<file path="src/rtl/sc_et_pkg.sv">
// Shared types and helpers for the multi-channel early-termination counter.
package sc_et_pkg;

  typedef enum logic [1:0] {
    IDLE = 2'd0,
    RUN  = 2'd1,
    DONE = 2'd2
  } et_state_t;

  // Unsigned a+b clamped to 2^w-1; callers size-cast the result back to w bits.
  function automatic logic [31:0] sat_add(input logic [31:0] a, input logic [31:0] b,
                                          input int unsigned w);
    logic [32:0] sum;
    logic [32:0] lim;
    sum = {1'b0, a} + {1'b0, b};
    lim = (33'd1 << w) - 33'd1;
    return (sum > lim) ? lim[31:0] : sum[31:0];
  endfunction

endpackage

</file>
<file path="src/rtl/et_chan_ctr.sv">
// One channel credit counter: pz rising-edge detect, saturating bump, decrement, sticky zero flag.
module et_chan_ctr
  import sc_et_pkg::*;
#(
  parameter int CTR_WIDTH = 5
) (
  input  logic                 clk,
  input  logic                 rst,
  input  logic                 load,
  input  logic [CTR_WIDTH-1:0] load_val,
  input  logic [CTR_WIDTH-1:0] inc,
  input  logic                 en,
  input  logic                 pz,
  output logic                 ctr_zero,
  output logic [CTR_WIDTH-1:0] ctr,
  output logic                 zero_nxt
);

  logic                 pz_d;
  logic                 rise;
  logic [CTR_WIDTH-1:0] ctr_nxt;

  always_comb begin
    rise    = pz & ~pz_d;
    ctr_nxt = ctr;
    // A finished channel is frozen at zero and ignores further edges.
    if (!ctr_zero) begin
      if (rise) ctr_nxt = CTR_WIDTH'(sat_add(32'(ctr), 32'(inc), CTR_WIDTH));
      else      ctr_nxt = ctr - CTR_WIDTH'(1);
    end
    zero_nxt = ctr_zero | (ctr_nxt == '0);
  end

  always_ff @(posedge clk) begin
    if (rst) begin
      ctr      <= '0;
      pz_d     <= 1'b0;
      ctr_zero <= 1'b0;
    end else if (load) begin
      ctr      <= load_val;
      pz_d     <= 1'b0;
      ctr_zero <= (load_val == '0);
    end else if (en) begin
      pz_d     <= pz;
      ctr      <= ctr_nxt;
      ctr_zero <= zero_nxt;
    end
  end

endmodule

</file>
<file path="src/rtl/multi_var_et.sv">
// Multi-channel variable early-termination controller: start/done handshake, per-channel
// credit counters, optional hard cycle limit; reports the cycle count at which to cut the stream.
module multi_var_et
  import sc_et_pkg::*;
#(
  parameter int NCH       = 4,
  parameter int CTR_WIDTH = 5,
  parameter int LEN_WIDTH = 10
) (
  input  logic                 clk,
  input  logic                 rst,
  input  logic                 start,
  input  logic [CTR_WIDTH-1:0] nmin,
  input  logic [CTR_WIDTH-1:0] inc,
  input  logic [LEN_WIDTH-1:0] nmax,
  input  logic [NCH-1:0]       pz,
  output logic                 busy,
  output logic                 done,
  output logic                 timeout,
  output logic [LEN_WIDTH-1:0] cycles,
  output logic [NCH-1:0]       ch_done
);

  et_state_t            state;
  logic [CTR_WIDTH-1:0] inc_q;
  logic [LEN_WIDTH-1:0] nmax_q;
  logic                 load;
  logic                 en;
  logic [NCH-1:0]       zero_nxt;
  logic [LEN_WIDTH-1:0] cycles_nxt;
  logic                 term_et;
  logic                 term_to;

  assign load = (state == IDLE) && start;
  assign en   = (state == RUN);

  for (genvar i = 0; i < NCH; i++) begin : g_ch
    logic [CTR_WIDTH-1:0] ctr_q;

    et_chan_ctr #(.CTR_WIDTH(CTR_WIDTH)) u_ctr (
      .clk      (clk),
      .rst      (rst),
      .load     (load),
      .load_val (nmin),
      .inc      (inc_q),
      .en       (en),
      .pz       (pz[i]),
      .ctr_zero (ch_done[i]),
      .ctr      (ctr_q),
      .zero_nxt (zero_nxt[i])
    );

    // A channel flagged done must be parked at zero.
    a_done_is_zero: assert property (@(posedge clk) disable iff (rst) ch_done[i] |-> (ctr_q == '0));
  end

  assign cycles_nxt = LEN_WIDTH'(sat_add(32'(cycles), 32'd1, LEN_WIDTH));
  assign term_et    = &zero_nxt;
  assign term_to    = (nmax_q != '0) && (cycles_nxt == nmax_q);

  always_ff @(posedge clk) begin
    if (rst) begin
      state   <= IDLE;
      busy    <= 1'b0;
      done    <= 1'b0;
      timeout <= 1'b0;
      cycles  <= '0;
      inc_q   <= '0;
      nmax_q  <= '0;
    end else begin
      case (state)
        IDLE: begin
          done <= 1'b0;
          if (start) begin
            inc_q   <= inc;
            nmax_q  <= nmax;
            cycles  <= '0;
            timeout <= 1'b0;
            if (nmin == '0) begin
              state <= DONE;
              done  <= 1'b1;
            end else begin
              state <= RUN;
              busy  <= 1'b1;
            end
          end
        end
        RUN: begin
          cycles <= cycles_nxt;
          // ET wins over the limit when both land on the same cycle.
          if (term_et || term_to) begin
            state   <= DONE;
            busy    <= 1'b0;
            done    <= 1'b1;
            timeout <= term_to & ~term_et;
          end
        end
        DONE: begin
          state <= IDLE;
          done  <= 1'b0;
        end
        default: begin
          state <= IDLE;
          busy  <= 1'b0;
          done  <= 1'b0;
        end
      endcase
    end
  end

endmodule

</file>
<file path="config.mk">
export PLATFORM = sky130hd
export DESIGN_NAME = multi_var_et
export DESIGN_NICKNAME = d
export VERILOG_FILES = /design/src/rtl/sc_et_pkg.sv /design/src/rtl/et_chan_ctr.sv /design/src/rtl/multi_var_et.sv
export SDC_FILE = /design/constraint.sdc
export NUM_CORES = 1
export LEC_CHECK = 0
export ABC_CLOCK_PERIOD_IN_PS = 3700
export BUFFER_PORTS_ARGS = -buffer_cell sky130_fd_sc_hd__buf_2
export CAP_MARGIN = 5
export CORE_UTILIZATION = 30
export DETAILED_ROUTE_END_ITERATION = 16
export MAX_ROUTING_LAYER = met4
export RECOVER_POWER = 50
export SETUP_SLACK_MARGIN = 0.05
export SYNTH_ARGS = -nofsm -noshare
export SYNTH_HDL_FRONTEND = slang
export SYNTH_SLANG_ARGS = --single-unit
export TNS_END_PERCENT = 20
</file>
<file path="constraint.sdc">
create_clock -name clk -period 3.7 [get_ports clk]
set_clock_uncertainty 0.05 [all_clocks]
set_input_delay 0.74 -clock clk [delete_from_list [all_inputs] [get_ports clk]]
set_output_delay 0.74 -clock clk [all_outputs]
set_load 0.02 [all_outputs]
</file>
==> flow_summary_export.csv, run 1 <==
group,metric,value,unit
die,num_rows,43,
route,ant_nets,0,
pwr,p_comb_frac,0.281,
finish,n_antenna_cell,0,
die,die_y,122,µm
die,start_util,0.308,
clock_network,htreeDepth,3,
clock_network,cts_root_buf,"clkbuf_16",
pwr,p_int,1.47,mW
sta,setup_violations,0,
worst_hold_path,min_from,"g_ch[1].u_ctr.pz_d",
critical_path,critPathCaptureType,"register",
clock_network,clk_pin_slew,0.05,ns
grt,grt_use_total,0.182,
finish,multiInputGateArea,0.00293,mm²
worst_hold_path,hp-class,"reg2reg",
sta,finalHoldViolations,0,
route,drt_iter0_drc,429,
logic_synthesis,seq_area_frac_synth,0.271,
logic_synthesis,synth_top_cell_by_area,"dfxtp_1",
pwr,power.density,451,mW/mm²
pwr,irDropWorstVdd,0.000180,V
logic_synthesis,synth_cell_type_count,67,
pwr,p_clk_frac,0.369,
logic_synthesis,yosys-top-cells-count,"78 x a21oi_1, 75 x nand2_1, 58 x dfxtp_1, 43 x nor2_1, 33 x o21ai_0",
critical_path,start_kind,"register",
route,wl_per_cell,16.0,µm
clock_network,ctsHoldBuffers,0,
route,viasPerCell,5.61,
finish,fin_util,0.350,
critical_path,crit_type,"reg2reg",
route,wl,12.5,mm
logic_synthesis,netlist_area,0.00429,mm²
finish,final_cells,778,
sta,tightestPinTransition,1.15,ns
logic_synthesis,avgSynthCellArea,7.54,µm²
logic_synthesis,syn-instance-count,569,
sta,slew_violations,0,
sta,max_freq,306,MHz
logic_synthesis,yosysWarnings,0,
place,dpl.hpwl,8.90,mm
logic_synthesis,synth_flop_cell,"dfxtp_1",
route,post-route-drc-count,0,
grt,met1_usage,0.244,
grt,met2_usage,0.276,
logic_synthesis,async_flop_share,0,
die,io_pins,44,
pwr,p_seq_frac,0.350,
place,io_buffers,43,
sta,relSlewSlack,0.234,
sta,setup_tns,0,ns
pwr,cellLeakagePower,1.92,nW
critical_path,crit_arrival,3.46,ns
clock_network,clk_latency,0.33,ns
sta,grt_setup_unrepaired,"no",
logic_synthesis,synth.most_common_cell,"a21oi_1",
clock_network,clock-sinks,58,
sta,min_period,3.27,ns
grt,grt_max_degree,42,
finish,area_growth_syn_to_layout,13.7,%
logic_synthesis,syn_nets,626,
pwr,p_sw,0.730,mW
clock_network,cts_resized,0,
critical_path,crit_start,"inc_q[1]",
clock_network,post_cts_buffers,0,
place,place_congestion,0.959,
grt,gr-usage-met3,0.0272,
finish,drive_gt1_frac,0.100,
logic_synthesis,synth_seq_cells,58,
finish,fin_nets,651,
grt,busiest_layer,"met2",
grt,grt_remaining_overflow,0,
die,fp.dieW,122,µm
place,dp_cells,763,
die,dieArea,0.0148,mm²
clock_network,cts_tree,"done",
logic_synthesis,synth_edf_count,0,
logic_synthesis,synth.area.top_cells,"dfxtp_1 27%, a21oi_1 9.1%, ha_1 7.6%",
sta,fin_crit_sh,0.883,
finish,fillers,1474,
critical_path,cp_max_fo,9,
die,core_region_area,0.0139,mm²
grt,antenna_found_initial,0,
job,max_cap_violations,0,
route,vias,4365,
logic_synthesis,synth_top_area_share,0.271,
grt,grt_pass1_wl,20.7,mm
grt,grt_pass1_vias,4110,
critical_path,required,3.89,ns
route,first_pass_iters,5,
clock_network,clock_path_buffers,2,
status,outcome,"finished, final reports clean",
pwr,switching_share,0.332,
critical_path,r2r_start,"inc_q[1]",
clock_network,numCtsBuffers,9,
finish,seq_area,0.00116,mm²
## area by class of cell
cell class	instances	share of cell area
tap	180	0.0462
sequential	58	0.238
inverter	16	0.0123
multi-input combinational	462	0.600
clock buffer	12	0.0505
clock inverter	3	0.00821
timing repair buffer	47	0.0449
## logic make-up (layout without fill, tap and decap cells)
family	Yosys count	count (layout)	share of synthesized area
AND/OR/NAND/NOR	217	217	0.259
flip-flops	58	58	0.271
adder cells (fa/ha/maj)	30	30	0.0945
AO/OA/AOI/OAI	197	197	0.288
buffers and inverters	49	78	0.0493
XOR/XNOR	13	13	0.0265
multiplexers	5	5	0.0120
## power by group through the flow
stage	sequential (mW)	combinational, mW	clock (mW)
2_1_floorplan	0.750	0.483	0
3_3_place_gp	0.779	0.602	0
3_5_place_dp	0.781	0.608	0
4_1_cts	0.769	0.612	0.827
5_1_grt	0.780	0.696	0.860
6_report	0.770	0.618	0.810
## worst paths after layout
kind         cells after the start            endpoint  slack (ns)
min                              2  g_ch[1].u_ctr.pz_d        0.42
max                              9                done        0.43
min reg2reg                      2  g_ch[1].u_ctr.pz_d        0.42
max reg2reg                      9                done        0.43
## state kept, by name (all words and copies together), names as in the netlist
name and flops:
g_ch.u_ctr.ctr 20, cycles 10, nmax_q 10, inc_q 5, g_ch.u_ctr.ctr_zero 4, g_ch.u_ctr.pz_d 4, state 2, busy 1
done 1, timeout 1
## metrics by stage
stage	setup slack (ns)	hold slack [ns]	cell area [µm²]	total power, mW
finish	0.433	0.415	4880	2.20
global route	0.127	0.431	4880	2.34
CTS	0.416	0.417	4900	2.21
detailed placement	0.428	0.411	4620	1.39
global placement	0.552	0.402	4620	1.38
floorplan	0.963	0.390	4290	1.23
## routing by layer
| layer | share of wire | wire length, µm | vias up |
|---|---|---|---|
| met1 | 0.48 | 5980 | 2047 |
| met3 | 0.056 | 703 | 23 |
| met5 | 0 | 0 | - |
| met4 | 0.022 | 276 | 0 |
| met2 | 0.44 | 5490 | 143 |
| li1 | - | - | 2152 |
## worst max-delay path: stages, from the launching register on
cell      delay [ns]
dfxtp_1         0.64
ha_1            0.34
a211oi_1        0.48
o211ai_1        0.19
a221oi_1        0.39
and2_1          0.18
a41oi_1         0.20
nor4_1          0.33
nor2_1          0.13
a221oi_2        0.25
## layout by cell type (no fill, tap or decap), types with 11 or more instances in the layout
cell       n
o21ai_0   33
buf_2     25
a21oi_1   78
nor2_1    43
nor3_1    16
nand2_1   75
xnor2_1   11
nand2b_1  11
dfxtp_1   58
clkbuf_1  21
inv_1     16
nand3_1   14
ha_1      26
Power figures use the tool's default switching activity.
==> inputs of run 2 (changes only) <==
--- a/config.mk
+++ b/config.mk
@@ -11,6 +11,7 @@
 export CORE_UTILIZATION = 30
 export DETAILED_ROUTE_END_ITERATION = 16
 export MAX_ROUTING_LAYER = met4
+export PLACE_DENSITY = 0.57
 export RECOVER_POWER = 50
 export SETUP_SLACK_MARGIN = 0.05
 export SYNTH_ARGS = -nofsm -noshare
==> flow_summary_export.csv, run 2 (synthesis gave the netlist of run 1 again) <==
group,metric,value,unit
status,outcome,"finished, final reports clean",
job,max_cap_violations,0,
clock_network,clock-sinks,58,
finish,seq_area,0.00116,mm²
route,wl_per_cell,16.0,µm
pwr,cellLeakagePower,1.97,nW
sta,setup_tns,0,ns
sta,min_period,3.26,ns
route,met1_length,6.03,mm
die,die_y,122,µm
finish,drive_gt1_frac,0.111,
finish,fin_area,0.00497,mm²
sta,grt_setup_unrepaired,"no",
die,fp.dieW,122,µm
finish,area_growth_syn_to_layout,15.8,%
pwr,p_clk_frac,0.418,
critical_path,worstPathCellList,"ha_1, inv_1, nor4_4, a311o_2, a21oi_1, a2111o_1, nor3_2, nor2_1, a221oi_2",
finish,fin_nets,653,
pwr,p_comb_frac,0.261,
grt,grt_pass1_vias,4013,
finish,regMostFlops,"g_ch.u_ctr.ctr",
route,route.met2.wl,5.32,mm
clock_network,clock_path_buffers,2,
grt,antenna_found_initial,0,
route,ant_nets,0,
place,dp_slack,0.435,ns
critical_path,cp_max_fo,10,
critical_path,cp_slowest_cell,"nor4_4",
sta,hold_slack,0.412,ns
critical_path,crit_arrival,3.45,ns
finish,reg_top3,"g_ch.u_ctr.ctr (20), cycles (10), nmax_q (10)",
die,core_region_area,0.0139,mm²
clock_network,clk_latency,0.33,ns
pwr,irDropWorstVdd,0.000297,V
route,first_pass_iters,5,
sta,max_freq,307,MHz
clock_network,cts_root_buf,"clkbuf_16",
sta,fin_crit_sh,0.881,
die,dieArea,0.0148,mm²
clock_network,cts_tree,"done",
route,wl_met3,812,µm
route,wl,12.5,mm
route,vias,4387,
place,place_area,0.00463,mm²
critical_path,crit_type,"reg2reg",
critical_path,start_kind,"register",
clock_network,numCtsBuffers,9,
pwr,p_seq_frac,0.321,
die,num_rows,43,
grt,grt_pass1_wl,20.4,mm
die,start_util,0.308,
sta,slew_violations,0,
finish,layout_common_cells,"78 x a21oi_1, 75 x nand2_1, 58 x dfxtp_1",
critical_path,required,3.89,ns
critical_path,critPathMaxStageDelay,0.60,ns
clock_network,clk_pin_slew,0.06,ns
place,dpl.hpwl,9.02,mm
finish,final_common_cell,"a21oi_1",
pwr,power.density,480,mW/mm²
pwr,switching_share,0.316,
finish,largest_reg_flops,20,
clock_network,ctsHoldBuffers,0,
sta,tightestPinTransition,0.986,ns
sta,setup_violations,0,
grt,grt_remaining_overflow,0,
pwr,p_int,1.63,mW
grt,grt_max_degree,42,
finish,n_antenna_cell,0,
route,viasPerCell,5.62,
worst_hold_path,hp-class,"reg2reg",
die,io_pins,44,
sta,relSlewSlack,0.343,
route,drt_iter0_drc,307,
route,post-route-drc-count,0,
sta,finalHoldViolations,0,
place,place_congestion,0.859,
route,routed.top_layer,"met4",
grt,grt_use_total,0.182,
pwr,p_sw,0.755,mW
sta,setup_ws,0.441,ns
critical_path,critPathCaptureType,"register",
finish,multiInputGateArea,0.00293,mm²
clock_network,htreeDepth,3,
place,io_buffers,43,
pwr,power,2.39,mW
finish,fillers,1443,
## run 2: cell count changes in the layout (fill, tap and decap cells not counted), sizes merged
cell,delta
clkinvlp,+1
buf,+4
clkinv,-2
clkbuf,-2
bufinv,+2
## run 2: cell type report
| class | instances | area share |
|---|---|---|
| Tap cell | 180 | 0.0453 |
| Clock buffer | 12 | 0.0516 |
| Sequential cell | 58 | 0.234 |
| Inverter | 16 | 0.0121 |
| Multi-Input combinational cell | 462 | 0.590 |
| Clock inverter | 4 | 0.0196 |
| Timing Repair Buffer | 49 | 0.0481 |
## run 2: metrics by stage
| stage | instances | utilization |
|---|---|---|
| after floorplan | 569 | - |
| after CTS | 781 | 0.358 |
| final | 781 | 0.357 |
| after global placement | 765 | 0.332 |
| after global routing | 781 | 0.357 |
| after detailed placement | 765 | 0.332 |
## run 2: power groups by stage
stage          clock network (mW)  logic [mW]  registers (mW)
3_3_place_gp                    0       0.612           0.777
2_1_floorplan                   0       0.483           0.750
5_1_grt                      1.05       0.706           0.777
4_1_cts                      1.02       0.621           0.765
3_5_place_dp                    0       0.616           0.778
6_report                    0.997       0.624           0.767
## run 2: metal layers
metal  GRT usage  up-vias
met5           -        -
met4      0.0756        0
met3      0.0262       27
met2       0.266      177
met1       0.251     2032
li1            -     2151
## run 2: repair_timing
item                       CTS  global route
resized for setup            0             1
buffers inserted             0             0
setup endpoints to repair    0             1
## run 2: path summary, 6_finish.rpt
kind	depth (start not counted)	slack [ns]	endpoint	start
setup / recovery	9	0.44	done	cycles[0]
hold / removal	2	0.41	g_ch[1].u_ctr.pz_d	g_ch[1].u_ctr.pz_d
setup reg to reg	9	0.44	done	cycles[0]
hold reg to reg	2	0.41	g_ch[1].u_ctr.pz_d	g_ch[1].u_ctr.pz_d
## run 2: critical path: cells and delay by family (launching register included)
kind | cells | cell delay [ns]
and+or+nand+nor | 3 | 1.00
AOI/OAI and AO/OA | 4 | 0.96
DFF | 1 | 0.53
adders and majority gates | 1 | 0.41
buffers and inverters | 1 | 0.21
==> inputs of run 3 (changes only) <==
--- a/config.mk
+++ b/config.mk
@@ -5,12 +5,12 @@
 export SDC_FILE = /design/constraint.sdc
 export NUM_CORES = 1
 export LEC_CHECK = 0
-export ABC_CLOCK_PERIOD_IN_PS = 3700
+export ABC_CLOCK_PERIOD_IN_PS = 3900
 export BUFFER_PORTS_ARGS = -buffer_cell sky130_fd_sc_hd__buf_2
 export CAP_MARGIN = 5
+export CORE_ASPECT_RATIO = 1.1
 export CORE_UTILIZATION = 30
 export DETAILED_ROUTE_END_ITERATION = 16
-export MAX_ROUTING_LAYER = met4
 export PLACE_DENSITY = 0.57
 export RECOVER_POWER = 50
 export SETUP_SLACK_MARGIN = 0.05
==> constraint.sdc (replaced) <==
create_clock -name clk -period 3.9 [get_ports clk]
set_clock_uncertainty 0.05 [all_clocks]
set_input_delay 0.78 -clock clk [delete_from_list [all_inputs] [get_ports clk]]
set_output_delay 0.78 -clock clk [all_outputs]
set_load 0.02 [all_outputs]
==> flow_summary_export.csv, run 3 (synthesis gave the netlist of run 1 again) <==
group,metric,value,unit
route,first_pass_iters,5,
grt,grt_remaining_overflow,0,
job,max_cap_violations,0,
grt,grt_use_total,0.178,
finish,drive_gt1_frac,0.105,
sta,fin_crit_sh,0.807,
place,place_congestion,0.891,
sta,max_freq,318,MHz
route,post-route-drc-count,0,
worst_hold_path,hp-class,"reg2reg",
sta,setup_ws,0.754,ns
place,place_area,0.00464,mm²
die,core_region_area,0.0139,mm²
sta,finalHoldViolations,0,
sta,hold_slack,0.413,ns
place,dpl.hpwl,9.23,mm
clock_network,cts_resized,0,
finish,layout_common_cells,"78 x a21oi_1, 75 x nand2_1, 58 x dfxtp_1",
clock_network,ctsHoldBuffers,0,
clock_network,htreeDepth,3,
clock_network,cts_tree,"done",
route,wl_per_cell,15.9,µm
place,dp_slack,0.759,ns
grt,grt_pass1_wl,20.6,mm
finish,largest_reg_flops,20,
finish,final_common_cell,"a21oi_1",
die,die_y,127,µm
clock_network,numCtsBuffers,9,
pwr,cellLeakagePower,1.93,nW
route,ant_nets,0,
sta,relSlewSlack,0.155,
grt,grt_max_degree,37,
sta,grt_setup_unrepaired,"no",
sta,setup_violations,0,
critical_path,start_kind,"register",
critical_path,r2r_start,"inc_q[1]",
critical_path,crit_arrival,3.29,ns
sta,slew_violations,0,
sta,tightestPinTransition,1.27,ns
critical_path,reg2reg_to,"timeout",
critical_path,critPathCaptureType,"register",
critical_path,required,4.04,ns
worst_hold_path,min_from,"g_ch[0].u_ctr.pz_d",
place,io_buffers,43,
critical_path,cp_slowest_cell,"dfxtp_1",
grt,antenna_found_initial,0,
critical_path,cp_max_fo,9,
clock_network,clock_path_buffers,2,
die,dieArea,0.0148,mm²
sta,min_period,3.15,ns
route,wl,12.5,mm
critical_path,worstPathCellList,"ha_1, a211o_1, a311oi_1, a221oi_1, a31oi_1, a41oi_1, or4_1, o211ai_1, a21oi_1",
pwr,power,2.03,mW
finish,fin_nets,652,
route,viasPerCell,5.49,
grt,grt_pass1_vias,4245,
die,io_pins,44,
clock_network,post_cts_buffers,0,
route,drt_iter0_drc,362,
clock_network,clock-sinks,58,
critical_path,crit_type,"reg2reg",
die,start_util,0.309,
worst_hold_path,whs_path_depth,2,
route,vias,4323,
finish,regMostFlops,"g_ch.u_ctr.ctr",
status,outcome,"finished, final reports clean",
finish,reg_top3,"g_ch.u_ctr.ctr (20), cycles (10), nmax_q (10)",
pwr,power.density,417,mW/mm²
finish,n_antenna_cell,0,
critical_path,critPathMaxStageDelay,0.63,ns
die,num_rows,45,
sta,setup_tns,0,ns
clock_network,cts_root_buf,"clkbuf_16",
worst_hold_path,hold_end,"g_ch[0].u_ctr.pz_d",
critical_path,r2r_slack,0.75,ns
finish,fin_area,0.00488,mm²
clock_network,clk_pin_slew,0.05,ns
die,fp.dieW,116,µm
critical_path,rr_worst_depth,9,
clock_network,clk_latency,0.33,ns
pwr,irDropWorstVdd,0.000234,V
finish,area_growth_syn_to_layout,13.8,%
[run 3: cell count changes in the layout (fill, tap and decap cells not counted), sizes merged]
| cell | previous run | this run |
|---|---|---|
| buf | 32 | 30 |
| clkinvlp | 1 | 0 |
| clkinv | 0 | 3 |
| clkbuf | 29 | 30 |
| bufinv | 3 | 0 |
[run 3: worst max-delay path: cells and delay by family, from the launching register on]
| family | cells | cell delay (ns) |
|---|---|---|
| fa+ha+maj | 1 | 0.34 |
| flops | 1 | 0.63 |
| compound gates | 7 | 1.45 |
| simple gates | 1 | 0.55 |
[run 3: power breakdown]
group	total (mW)	internal (mW)	switching, mW
registers	0.729	0.645	0.0836
logic	0.587	0.243	0.344
clock network	0.719	0.457	0.262
total	2.03	1.34	0.690
[run 3: final cells by class]
class	instances	area, µm²
Multi-Input combinational cell	462	2930
Tap cell	188	235
Clock buffer	12	256
Clock inverter	3	15.0
Sequential cell	58	1160
Timing Repair Buffer	48	230
Inverter	16	60.1
Fill cell	1500	9020
[run 3: worst max-delay path by stage]
stage                     depth (start not counted)  slack, ns       to  startpoint
final                                             9       0.75  timeout    inc_q[1]
after global routing                              9       0.45  timeout    inc_q[1]
after CTS                                         9       0.77  timeout    inc_q[1]
after detailed placement                          8       0.76  timeout       pz[2]
after global placement                            9       0.79  timeout       pz[1]
after floorplan                                   8       1.12  timeout       pz[1]
[run 3: stage by stage]
step | instances | utilization
after floorplan | 569 | -
after global placement | 772 | 0.333
after detailed placement | 772 | 0.333
after CTS | 787 | 0.353
after global routing | 787 | 0.351
final | 787 | 0.351
[run 3: routing by layer]
layer	track usage	wire (µm)
met1	0.205	5340
met2	0.319	6160
met3	0.0389	666
met4	0.0671	342
met5	0	0
